==> src/rtl/spi_flash_pkg.sv <==
// Shared opcodes, FSM state encoding and status-register bit positions
// for the single-bit SPI flash program/erase engine.
package spi_flash_pkg;

  localparam logic [7:0] OP_WREN    = 8'h06;
  localparam logic [7:0] OP_PP      = 8'h02;
  localparam logic [7:0] OP_RDSR    = 8'h05;
  localparam logic [7:0] OP_SE      = 8'h20;
  localparam logic [7:0] OP_QREAD   = 8'hEB;
  localparam logic [7:0] CMRST_BYTE = 8'hFF;

  localparam int WIP_BIT = 0;

  typedef enum logic [2:0] {
    ST_IDLE,
    ST_CMRST,
    ST_GAP,
    ST_WREN,
    ST_PROG,
    ST_SERASE,
    ST_POLL,
    ST_DONE
  } state_e;

endpackage

==> src/rtl/spi_shift_out.sv <==
// Loadable 64-bit MSB-first shift register with a down-counting bit counter;
// updates on the falling edge so the flash sees stable data on the rising edge.
module spi_shift_out (
  input  logic        clk,
  input  logic        rst_n,
  input  logic        load_i,
  input  logic        shift_i,
  input  logic [63:0] data_i,
  input  logic [6:0]  len_i,
  output logic        bit_o,
  output logic        last_o
);

  logic [63:0] sreg_q;
  logic [6:0]  bcnt_q;

  always_ff @(negedge clk or negedge rst_n) begin
    if (!rst_n) begin
      sreg_q <= '0;
      bcnt_q <= '0;
    end else if (load_i) begin
      sreg_q <= data_i;
      bcnt_q <= len_i;
    end else if (shift_i) begin
      sreg_q <= {sreg_q[62:0], 1'b0};
      bcnt_q <= bcnt_q - 7'd1;
    end
  end

  assign bit_o  = sreg_q[63];
  assign last_o = (bcnt_q == 7'd1);

endmodule

==> src/rtl/spi_flash_writer.sv <==
// Programs one 32-bit word (or, with SPI_FLASH_WRITER_ERASE_EN, erases a 4 KB
// sector) over single-bit SPI: mode reset, WREN, PP/SE, then RDSR polling.
module spi_flash_writer
  import spi_flash_pkg::*;
#(
  parameter int GAP_CYCLES = 4,
  parameter int POLL_MAX   = 65535,
  parameter int POLL_W     = 16
) (
  input  logic        clk,
  input  logic        reset,
  input  logic [23:0] address,
  input  logic [31:0] data,
  input  logic        start,
`ifdef SPI_FLASH_WRITER_ERASE_EN
  input  logic        erase,
`endif
  output logic        busy,
  output logic        done,
  output logic        err,
  output logic        cs,
  output logic        d,
  input  logic        q,
  output logic        wp,
  output logic        hold,
  output state_e      dbg_state
);

  localparam logic [6:0]        GAP_LEN  = 7'(GAP_CYCLES);
  localparam logic [POLL_W-1:0] POLL_LIM = POLL_W'(POLL_MAX);

  state_e             state_q, state_d, ret_q, ret_d;
  logic               busy_q, busy_d, done_q, done_d, err_q, err_d;
  logic [23:0]        addr_q, addr_d;
  logic [31:0]        word_q, word_d;
  logic               erase_q, erase_d, erase_in;
  logic [POLL_W-1:0]  poll_q, poll_d, poll_inc;
  logic               stat_ph_q, stat_ph_d;
  logic [6:0]         stat_q, stat_d;
  logic [7:0]         status;
  logic               q_r;
  logic               ld, sh, last, sbit;
  logic [63:0]        ld_data;
  logic [6:0]         ld_len;
  logic               unused_bits;

`ifdef SPI_FLASH_WRITER_ERASE_EN
  assign erase_in = erase;
`else
  assign erase_in = 1'b0;
`endif

  // The byte address is address<<2; the two top word-address bits fall off.
  assign unused_bits = ^{address[23:22], OP_QREAD};

  always_ff @(posedge clk or negedge reset) begin
    if (!reset) q_r <= 1'b0;
    else        q_r <= q;
  end

  spi_shift_out u_shift (
    .clk     (clk),
    .rst_n   (reset),
    .load_i  (ld),
    .shift_i (sh),
    .data_i  (ld_data),
    .len_i   (ld_len),
    .bit_o   (sbit),
    .last_o  (last)
  );

  always_ff @(negedge clk or negedge reset) begin
    if (!reset) begin
      state_q   <= ST_IDLE;
      ret_q     <= ST_IDLE;
      busy_q    <= 1'b0;
      done_q    <= 1'b0;
      err_q     <= 1'b0;
      addr_q    <= '0;
      word_q    <= '0;
      erase_q   <= 1'b0;
      poll_q    <= '0;
      stat_ph_q <= 1'b0;
      stat_q    <= '0;
    end else begin
      state_q   <= state_d;
      ret_q     <= ret_d;
      busy_q    <= busy_d;
      done_q    <= done_d;
      err_q     <= err_d;
      addr_q    <= addr_d;
      word_q    <= word_d;
      erase_q   <= erase_d;
      poll_q    <= poll_d;
      stat_ph_q <= stat_ph_d;
      stat_q    <= stat_d;
    end
  end

  assign poll_inc = poll_q + POLL_W'(1);
  assign status   = {stat_q, q_r};

  always_comb begin
    state_d   = state_q;
    ret_d     = ret_q;
    busy_d    = busy_q;
    done_d    = 1'b0;
    err_d     = err_q;
    addr_d    = addr_q;
    word_d    = word_q;
    erase_d   = erase_q;
    poll_d    = poll_q;
    stat_ph_d = stat_ph_q;
    stat_d    = stat_q;
    ld        = 1'b0;
    sh        = 1'b0;
    ld_data   = '0;
    ld_len    = 7'd0;
    case (state_q)
      ST_IDLE: begin
        if (start) begin
          busy_d  = 1'b1;
          err_d   = 1'b0;
          addr_d  = {address[21:0], 2'b00};
          word_d  = data;
          erase_d = erase_in;
          state_d = ST_CMRST;
          ld      = 1'b1;
          ld_data = {CMRST_BYTE, 56'h0};
          ld_len  = 7'd8;
        end
      end
      ST_CMRST, ST_WREN, ST_PROG, ST_SERASE: begin
        if (!last) begin
          sh = 1'b1;
        end else begin
          // The gap reuses the shifter: zeros keep d low while it counts.
          state_d = ST_GAP;
          ld      = 1'b1;
          ld_len  = GAP_LEN;
          case (state_q)
            ST_CMRST: ret_d = ST_WREN;
            ST_WREN:  ret_d = erase_q ? ST_SERASE : ST_PROG;
            default:  ret_d = ST_POLL;
          endcase
        end
      end
      ST_GAP: begin
        if (!last) begin
          sh = 1'b1;
        end else begin
          state_d = ret_q;
          ld      = 1'b1;
          case (ret_q)
            ST_WREN: begin
              ld_data = {OP_WREN, 56'h0};
              ld_len  = 7'd8;
            end
            ST_PROG: begin
              ld_data = {OP_PP, addr_q, word_q};
              ld_len  = 7'd64;
            end
            ST_SERASE: begin
              ld_data = {OP_SE, addr_q[23:12], 12'h000, 32'h0};
              ld_len  = 7'd32;
            end
            default: begin
              ld_data   = {OP_RDSR, 56'h0};
              ld_len    = 7'd8;
              stat_ph_d = 1'b0;
              poll_d    = '0;
            end
          endcase
        end
      end
      ST_POLL: begin
        if (!last) begin
          sh = 1'b1;
          if (stat_ph_q) stat_d = {stat_q[5:0], q_r};
        end else if (!stat_ph_q) begin
          stat_ph_d = 1'b1;
          ld        = 1'b1;
          ld_len    = 7'd8;
        end else if (!status[WIP_BIT]) begin
          state_d = ST_DONE;
          done_d  = 1'b1;
          err_d   = 1'b0;
          ld      = 1'b1;
          ld_len  = 7'd1;
        end else if (poll_inc == POLL_LIM) begin
          poll_d  = poll_inc;
          state_d = ST_DONE;
          done_d  = 1'b1;
          err_d   = 1'b1;
          ld      = 1'b1;
          ld_len  = 7'd1;
        end else begin
          // Status bytes stream back-to-back; RDSR is not resent.
          poll_d = poll_inc;
          ld     = 1'b1;
          ld_len = 7'd8;
        end
      end
      ST_DONE: begin
        state_d = ST_IDLE;
        busy_d  = 1'b0;
      end
      default: state_d = ST_IDLE;
    endcase
  end

  assign cs        = (state_q == ST_IDLE) || (state_q == ST_GAP) || (state_q == ST_DONE);
  assign d         = sbit;
  assign busy      = busy_q;
  assign done      = done_q;
  assign err       = err_q;
  assign wp        = 1'b1;
  assign hold      = 1'b1;
  assign dbg_state = state_q;

endmodule

==> config.mk <==
export PLATFORM = sky130hd
export DESIGN_NAME = spi_flash_writer
export DESIGN_NICKNAME = d
export VERILOG_FILES = /design/src/rtl/spi_flash_pkg.sv /design/src/rtl/spi_shift_out.sv /design/src/rtl/spi_flash_writer.sv
export SDC_FILE = /design/constraint.sdc
export NUM_CORES = 1
export LEC_CHECK = 0
export ABC_AREA = 1
export CAP_MARGIN = 20
export CORE_UTILIZATION = 40
export CTS_CLUSTER_SIZE = 16
export DETAILED_ROUTE_END_ITERATION = 10
export HOLD_SLACK_MARGIN = 0.08
export PLACE_DENSITY_LB_ADDON = 0.3
export SLEW_MARGIN = 20
export SYNTH_ARGS = -nofsm -noshare
export SYNTH_HDL_FRONTEND = slang
export SYNTH_SLANG_ARGS = --single-unit
==> constraint.sdc <==
create_clock -name clk -period 2.6 [get_ports clk]
set_clock_uncertainty 0.2 [all_clocks]
set_input_delay 0.52 -clock clk [delete_from_list [all_inputs] [get_ports clk]]
set_output_delay 0.52 -clock clk [all_outputs]
set_load 0.01 [all_outputs]
Yosys cells after proc, flatten, opt, wreduce, memory -nomap -nowiden

Index checks and enable logic that the tools add are counted.

Add/sub/neg operators: 2
Equal/unequal tests: 20
Muxes and demuxes: 54
Reduce and logical (&&, ||, !) cells: 17

Operators with widths:

| cell                  | count |
|---|---|
| $mux 64               | 3 |
| $pmux 62 s3           | 1 |
| $pmux 64 s2           | 1 |
| $mux 16               | 5 |
| $mux 62               | 1 |
| $pmux 16 s2           | 1 |
| $pmux 7 s4            | 1 |
| $mux 3                | 8 |
| $mux 7                | 3 |
| $mux 4                | 5 |
| $eq 3x3->1 const B    | 6 |
| $mux 1                | 18 |
| $add 16x1->16 const B | 1 |
| $eq 16x16->1 const B  | 1 |
| $pmux 3 s5            | 1 |
| $ne 2x2->1 const B    | 7 |
| $pmux 7 s2            | 1 |
| $reduce_and 6->1      | 2 |
| $eq 3x2->1 const B    | 3 |
| $pmux 1 s2            | 4 |
| $reduce_bool 2->1     | 4 |
| $eq 7x1->1 const B    | 1 |
| $sub 7x1->7 const B   | 1 |
| $pmux 3 s2            | 1 |
| other kinds (10)      | 13 |

Register bits after elaboration: 152
Bits of input ports: 60
Output and inout bits: 10
Word-level logic and storage cells: 105

Logic depth before layout (Yosys ltp)

Gate-level depths: netlist (run 1).

Depth after elaboration: 8
Gate-level depth with buffers: 14

Cells and area by module

A second synthesis (run 1) with hierarchy kept.

Cells, all modules: 903
Area, all modules: 7561.0 um^2

By module, submodules not included:

| module           | instances | cells an instance | area each (um^2) | seq. area each (um^2) |
|---|---|---|---|---|
| spi_flash_writer | 1         | 563               | 4240.3           | 2026.9 |
| spi_shift_out    | 1         | 340               | 3320.7           | 1776.7 |

==> out/qor.yml, run 1 <==
dp_hpwl_um: 10700
final.setup.worst_slack_ns: -0.695
worst-path-max-fanout: 2
synth.yosys.seq_area_share_pct: 52.7
area_growth_pct: 45.9
ios: 70
nNetsFinal: 1027
grt_pass1_wl_um: 28400
routedWlPerCell_um: 15.9
die_area_sq_mm: 0.0186
drt_iter0_drc: 334
drv_cap: 0
power.leakage_nw: 5.04
grt_overflow: 0
clk_pin_slew_ns: 0.05
cpPeakStageDelay_ns: 0.44
worstMarginPinSlew_ns: 0.641
drt-total-wl_um: 19100
row_count: 48
grt_setup_unrepaired: "yes"
worstPathArrival_ns: 2.57
status: "finished, violations left"
syn_avg_cell_area_sq_um: 8.75
synth_cells: 825
die_w_um: 136
synth_area_sq_mm: 0.00722
path_cells: "buf_6 -> nand2_4 -> inv_4 -> nand2_4 -> nand2_4 -> buf_6"
grt_use_total_pct: 19.7
htree_num_levels: 4
clockBufferDepth: 2
insertion_delay_ns: 0.42
cts_sinks: 152
drive_gt1_share_pct: 32.9
worstSetupPathType: "flip-flop to primary output"
crit_family: "flip-flops"
vdd_drop_max_mv: 0.484
violations: "negative setup slack"
ant_nets: 0
hold_slack_ns: 0.226
die_height_um: 136
num_vias: 6144
crit_path_top_delay_cell: "dfrtn_1"
hold_violations: 0
grt_pass1_vias: 5735
place_congestion: 0.843
worst-path-buf-inv: 3
finalMaxSlewViolations: 0
grt_max_degree: 44
holdCritPathClass: "flip-flop to flip-flop"
grt_antenna_before_repair: 0
coreArea_sq_mm: 0.0175
ys_types: 46
start_kind: "flip-flop"
numCtsBuffers: 17
drc: 0
final_util_pct: 60.3
finalInstanceArea_sq_mm: 0.0105
maxSlewHeadroom_pct: 57.2
cts_tree: "done"
cp.required_ns: 1.88
critPathMostFrequentCell: "nand2_4"
num_antenna_cells: 0
vias_per_cell: 5.12
setup_viol: 97
place_area_sq_mm: 0.00849
yosys_warnings: 0
p_per_area_mw_per_mm2: 483
pre_cts_ws_ns: -0.936
clockRootBuffer: "clkbuf_16"
crit_path_end_kind: "primary output"
initial_utilization_pct: 41.3
port_buffers: 65
dr.pass1.iters: 4
ys_ff_latch: 152
==> metal layers <==
layer  GRT usage (%)  wire, um
met2            30.9      9540
met4            6.91       312
met1            26.8      8600
met3            4.18       657
met5               0         0
==> synthesized netlist by cell type, drive strengths merged <==
cell type | count | area [sq um]
or2 | 2 | 12.5
xnor2 | 1 | 8.76
nor2 | 131 | 546
o31ai | 1 | 7.51
dfrtn | 151 | 3780
nand4 | 3 | 33.8
clkbuf | 13 | 48.8
nand2 | 259 | 985
a21oi | 20 | 100
o32ai | 1 | 8.76
inv | 65 | 246
nor3 | 3 | 15.0
o22ai | 4 | 25.0
o21ai | 41 | 216
nand3 | 39 | 218
xor2 | 3 | 26.3
clkinv | 1 | 3.75
o221ai | 11 | 96.3
o211ai | 1 | 7.51
conb | 1 | 3.75
ha | 4 | 50.1
a221oi | 35 | 519
a31oi | 3 | 18.8
o21a | 1 | 7.51
a22o | 1 | 8.76
a22oi | 3 | 22.5
buf | 25 | 173
nand3b | 1 | 7.51
dfrtp | 1 | 25.0
==> final cells by class <==
type                       instances  area (sq um)
fill                            1385          6940
tap                              225           282
sequential                       152          3800
inverter                          66           283
clock buffer                      18           429
clock inverter                    13           169
timing repair inverter             2          15.0
timing repair buffer             154          1900
multi-input combinational        570          3650
==> layout by cell type (no fill, tap or decap), drive strengths merged, types with 2 or more instances in the layout <==
| cell type | count |
|---|---|
| clkinvlp | 3 |
| xor2 | 3 |
| nand2 | 259 |
| a21oi | 20 |
| or2 | 2 |
| a221oi | 35 |
| o22ai | 4 |
| ha | 4 |
| o21ai | 41 |
| inv | 71 |
| clkinv | 4 |
| a22oi | 3 |
| bufinv | 3 |
| nor2 | 131 |
| clkdlybuf4s50 | 55 |
| nand4 | 3 |
| dfrtn | 151 |
| nand3 | 39 |
| o221ai | 11 |
| clkbuf | 29 |
| conb | 2 |
| a31oi | 3 |
| buf | 86 |
| nor3 | 3 |
==> worst min-delay path, stage by stage (launching register included) <==
cell,delay [ns]
dfrtn_1,0.40
nand2_1,0.06
nand2_1,0.05
==> power breakdown <==
part           switching, mW  internal [mW]  leakage [nW]
clock                   1.03           1.52         0.286
sequential          0.000623           2.38          2.10
combinational         0.0659         0.0967          2.66
total                   1.10           3.99          5.04
==> timing repair <==
action	4_1_cts	5_1_grt
gates cloned	5	12
hold buffers	1	0
endpoints found under the setup margin	153	95
resized for setup	108	158
pin swaps	9	26
endpoints found under the hold margin	1	0
buffers inserted	16	23
==> kinds of logic (layout without fill, tap and decap cells) <==
logic type / count (synthesis) / after routing / synth area share [%]
and+or+nand+nor: 438 / 438 / 25.2
DFF: 152 / 152 / 52.7
AOI/OAI and AO/OA: 122 / 122 / 14.4
buffers and inverters: 104 / 253 / 6.53
adders and majority gates: 4 / 4 / 0.693
xor gates and xnor gates: 4 / 4 / 0.485
other: 1 / 2 / 0.0519
==> registers in the layout (all words and copies together), names as in the netlist <==
| signal | cells |
|---|---|
| ret_q | 3 |
| addr_q | 22 |
| err | 1 |
| done | 1 |
| q_r | 1 |
| stat_ph_q | 1 |
| busy | 1 |
| u_shift.bcnt_q | 7 |
| u_shift.sreg_q | 64 |
| word_q | 32 |
| dbg_state | 3 |
| poll_q | 16 |
==> final timing paths <==
check                                         start                        endpoint  slack, ns  depth (start not counted)
max                        dbg_state[2]$_DFFE_NN0P_                              cs      -0.69                          6
max in group asynchronous                     reset  u_shift.sreg_q[47]$_DFFE_NN0P_       0.18                          3
min                          addr_q[17]$_DFFE_NN0P_          addr_q[17]$_DFFE_NN0P_       0.23                          2
max reg2reg                           q_r$_DFF_PN0_           poll_q[2]$_DFFE_NN0P_      -0.14                          8
min in group asynchronous                     reset                   q_r$_DFF_PN0_       0.60                          3
min reg2reg                  addr_q[17]$_DFFE_NN0P_          addr_q[17]$_DFFE_NN0P_       0.23                          2
==> through the flow <==
| stage | instances | setup TNS [ns] | power [mW] |
|---|---|---|---|
| after floorplan | 826 | -22.27 | 2.42 |
| after global placement | 1121 | -112.11 | 2.58 |
| after detailed placement | 1121 | -114.28 | 2.58 |
| after CTS | 1172 | -5.74 | 5.12 |
| after global routing | 1200 | -26.68 | 5.24 |
| final | 1200 | -22.73 | 5.09 |
No activity file was read; power rests on OpenSTA's default activity.
==> inputs of run 2 (changes only) <==
--- a/config.mk
+++ b/config.mk
@@ -7,6 +7,7 @@
 export LEC_CHECK = 0
 export ABC_AREA = 1
 export CAP_MARGIN = 20
+export CORE_MARGIN = 4
 export CORE_UTILIZATION = 40
 export CTS_CLUSTER_SIZE = 16
 export DETAILED_ROUTE_END_ITERATION = 10
@@ -15,4 +16,5 @@
 export SLEW_MARGIN = 20
 export SYNTH_ARGS = -nofsm -noshare
 export SYNTH_HDL_FRONTEND = slang
+export SYNTH_HIERARCHICAL = 1
 export SYNTH_SLANG_ARGS = --single-unit
==> run 2 against run 1 <==
Net effect:
- the run still ends with negative setup slack left
- critical path depth is 1 lower
- combinational power grew to 56 times the previous value
- worst hold slack worse by 0.0090 ns
- critical path type unchanged
- highest routed layer unchanged
==> out/qor.yml, run 2 <==
fillers: 1478
synthAdderAreaFrac_pct: 0.662
final.setup.worst_slack_ns: -0.687
die_area_sq_mm: 0.0212
synth.most_common_cell: "nand2_1"
routedWlPerCell_um: 16.8
area_growth_pct: 50.9
grt_overflow: 0
grt_use_total_pct: 20.4
synth_cells: 903
num_vias: 6649
grt_pass1_vias: 6674
maxSlewHeadroom_pct: 65.6
grt_setup_unrepaired: "yes"
htree_num_levels: 4
nNetsFinal: 1112
p_per_area_mw_per_mm2: 1330
violations: "negative setup slack"
ant_nets: 0
drt_iter0_drc: 419
regMostFlops: "u_shift/sreg_q"
crit_path_top_delay_cell: "dfrtn_1"
power.leakage_nw: 5.40
drc: 0
worstPathArrival_ns: 2.57
finalInstanceArea_sq_mm: 0.0114
grt_pass1_wl_um: 35000
die_w_um: 145
vias_per_cell: 5.15
met2_usage_pct: 34.4
synth_largest_area_cell: "dfrtn_1"
vdd_drop_max_mv: 0.882
dr.pass1.iters: 5
ys_types: 36
cts_sinks: 152
largestRegisters: "u_shift/sreg_q x64, word_q x32, addr_q x22"
largest_reg_flops: 64
synthXorXnorAreaFrac_pct: 0.232
ff2ff_path_depth: 6
top_usage_layer: "met2"
yosys.area_share.simple_pct: 23.4
synth_edf_count: 0
synth_area_sq_mm: 0.00756
fin_cells: 1292
row_count: 50
clockBufferDepth: 2
insertion_delay_ns: 0.42
dp_hpwl_um: 11500
place_area_sq_mm: 0.00880
port_buffers: 65
synth.area.mux_share_pct: 0
synth.top_cells.by_count: "nand2_1 (257), dfrtn_1 (151), inv_1 (134)"
worstSetupPathType: "flip-flop to primary output"
coreArea_sq_mm: 0.0186
ios: 70
synth_top_cells_by_area: "dfrtn_1 (50%), nand2_1 (13%), inv_1 (6.7%), o221ai_1 (4.4%), nor2_1 (4.2%)"
synth_compound_area_share_pct: 14.9
worst-path-max-fanout: 2
async_reset_ff_share_pct: 100
grt_max_degree: 44
pre_cts_ws_ns: -1.07
hold_violations: 0
worstMarginPinSlew_ns: 0.517
start_kind: "flip-flop"
synthFlopType: "dfrtn_1"
hold_depth: 2
dp.cells: 1210
finalMaxSlewViolations: 0
synth_top_family_by_area: "simple AND/OR/NAND/NOR gates"
clk_pin_slew_ns: 0.04
place_congestion: 0.799
cp.required_ns: 1.88
initial_utilization_pct: 40.6
drive_gt1_share_pct: 33.2
cts_tree: "done"
status: "finished, violations left"
numCtsBuffers: 17
final_common_cell: "nand2_1"
num_antenna_cells: 0
synth.yosys.seq_area_share_pct: 50.3
grt_antenna_before_repair: 0
clockRootBuffer: "clkbuf_16"
holdCritPathClass: "flip-flop to flip-flop"
critPathMostFrequentCell: "nand2_2"
die_height_um: 145
drt-total-wl_um: 21800
yosys.area.top_type_share_pct: 50.0
crit_path_end_kind: "primary output"
setup_viol: 95
mostFrequentLayoutCells: "nand2_1 (183), dfrtn_1 (151), inv_1 (128)"
yosys_warnings: 6
met1_usage_pct: 26.6
cpPeakStageDelay_ns: 0.44
ys_ff_latch: 152
path_cells: "nand2_2 -> nor2_4 -> inv_2 -> nand2_2 -> buf_6"
syn_avg_cell_area_sq_um: 8.37
drv_cap: 0
met3_usage_pct: 3.36
[run 2: cell types whose count changed after synthesis, sizes merged, moves of 3 or more]
cell	before	now
buf	25	31
nor2	131	101
nand2	259	269
inv	65	141
o21ai	41	60
a21oi	20	5
o221ai	11	54
a221oi	35	0
o211ai	1	8
o22ai	4	8
a31oi	3	0
[run 2: path summary, 6_finish.rpt]
kind / startpoint / to / slack [ns]
min in group asynchronous: reset / q_r$_DFF_PN0_ / 0.61
setup / recovery: dbg_state[2]$_DFFE_NN0P_ / cs / -0.69
max in group asynchronous: reset / addr_q[20]$_DFFE_NN0P_ / 0.18
hold reg to reg: addr_q[19]$_DFFE_NN0P_ / addr_q[19]$_DFFE_NN0P_ / 0.22
setup reg to reg: q_r$_DFF_PN0_ / poll_q[4]$_DFFE_NN0P_ / -0.07
hold / removal: addr_q[19]$_DFFE_NN0P_ / addr_q[19]$_DFFE_NN0P_ / 0.22
[run 2: per-stage QoR]
| step | power [mW] | TNS, ns | util [%] | hold WS [ns] |
|---|---|---|---|---|
| 3_3_place_gp | 7.61 | -124.19 | 47.2 | 0.215 |
| 6_report | 15.1 | -15.91 | 61.2 | 0.217 |
| 2_1_floorplan | 6.30 | -27.98 | - | 0.0244 |
| 5_1_grt | 15.9 | -19.46 | 61.2 | 0.236 |
| 3_5_place_dp | 7.67 | -124.82 | 47.2 | 0.220 |
| 4_1_cts | 14.6 | -21.65 | 60.1 | 0.221 |
[run 2: layer usage]
layer,part of all wire (%),vias up
met1,42,3229
met5,0,-
met2,50,173
met3,4.2,52
met4,3.0,0
li1,-,3195
[run 2: area by class of cell]
type                    instances  area [sq um]  share of cell area [%]
clock buffers                  18           439                    3.85
clock inverters                11           173                    1.51
inverters                     142           571                    5.00
multi-input cells             572          3970                    34.8
flip-flops and latches        152          3800                    33.3
well taps                     234           293                    2.57
repair buffers                162          2150                    18.8
repair inverters                1          11.3                  0.0987
[run 2: timing repair]
item                                    in CTS  in global routing
gates cloned                                24                  3
hold endpoints to repair                     1                  0
pin swaps                                   17                  7
resized for setup                          292                 58
endpoints found under the setup margin     154                146
buffers inserted                            29                 10
hold buffers                                 1                  0
[run 2: power breakdown]
group | leakage (nW) | internal, mW | total (mW) | switching (mW)
Sequential | 2.00 | 3.03 | 3.31 | 0.280
Clock | 0.299 | 1.62 | 2.61 | 0.990
Combinational | 3.10 | 4.28 | 9.20 | 4.92
Total | 5.40 | 8.94 | 15.1 | 6.19
[run 2: logic make-up (layout without fill, tap and decap cells)]
logic type,count (synthesis),in the layout
compound gates,141,141
other cells,2,6
simple gates,418,419
flops,152,152
fa+ha+maj,4,4
buf+inv,184,334
xor+xnor,2,2
[run 2: critical path: cells and delay by family (launching register included)]
family / cells / cell delay (ns)
and+or+nand+nor: 3 / 0.28
DFF: 1 / 0.44
buffers and inverters: 2 / 0.15
==> inputs of run 3 (changes only) <==
--- a/config.mk
+++ b/config.mk
@@ -9,8 +9,10 @@
 export CAP_MARGIN = 20
 export CORE_MARGIN = 4
 export CORE_UTILIZATION = 40
+export CTS_CLUSTER_DIAMETER = 40
 export CTS_CLUSTER_SIZE = 16
 export DETAILED_ROUTE_END_ITERATION = 10
+export GPL_ROUTABILITY_DRIVEN = 0
 export HOLD_SLACK_MARGIN = 0.08
 export PLACE_DENSITY_LB_ADDON = 0.3
 export SLEW_MARGIN = 20
==> results of run 3 <==
Final layout, timing and power as in run 2 (identical DEF).
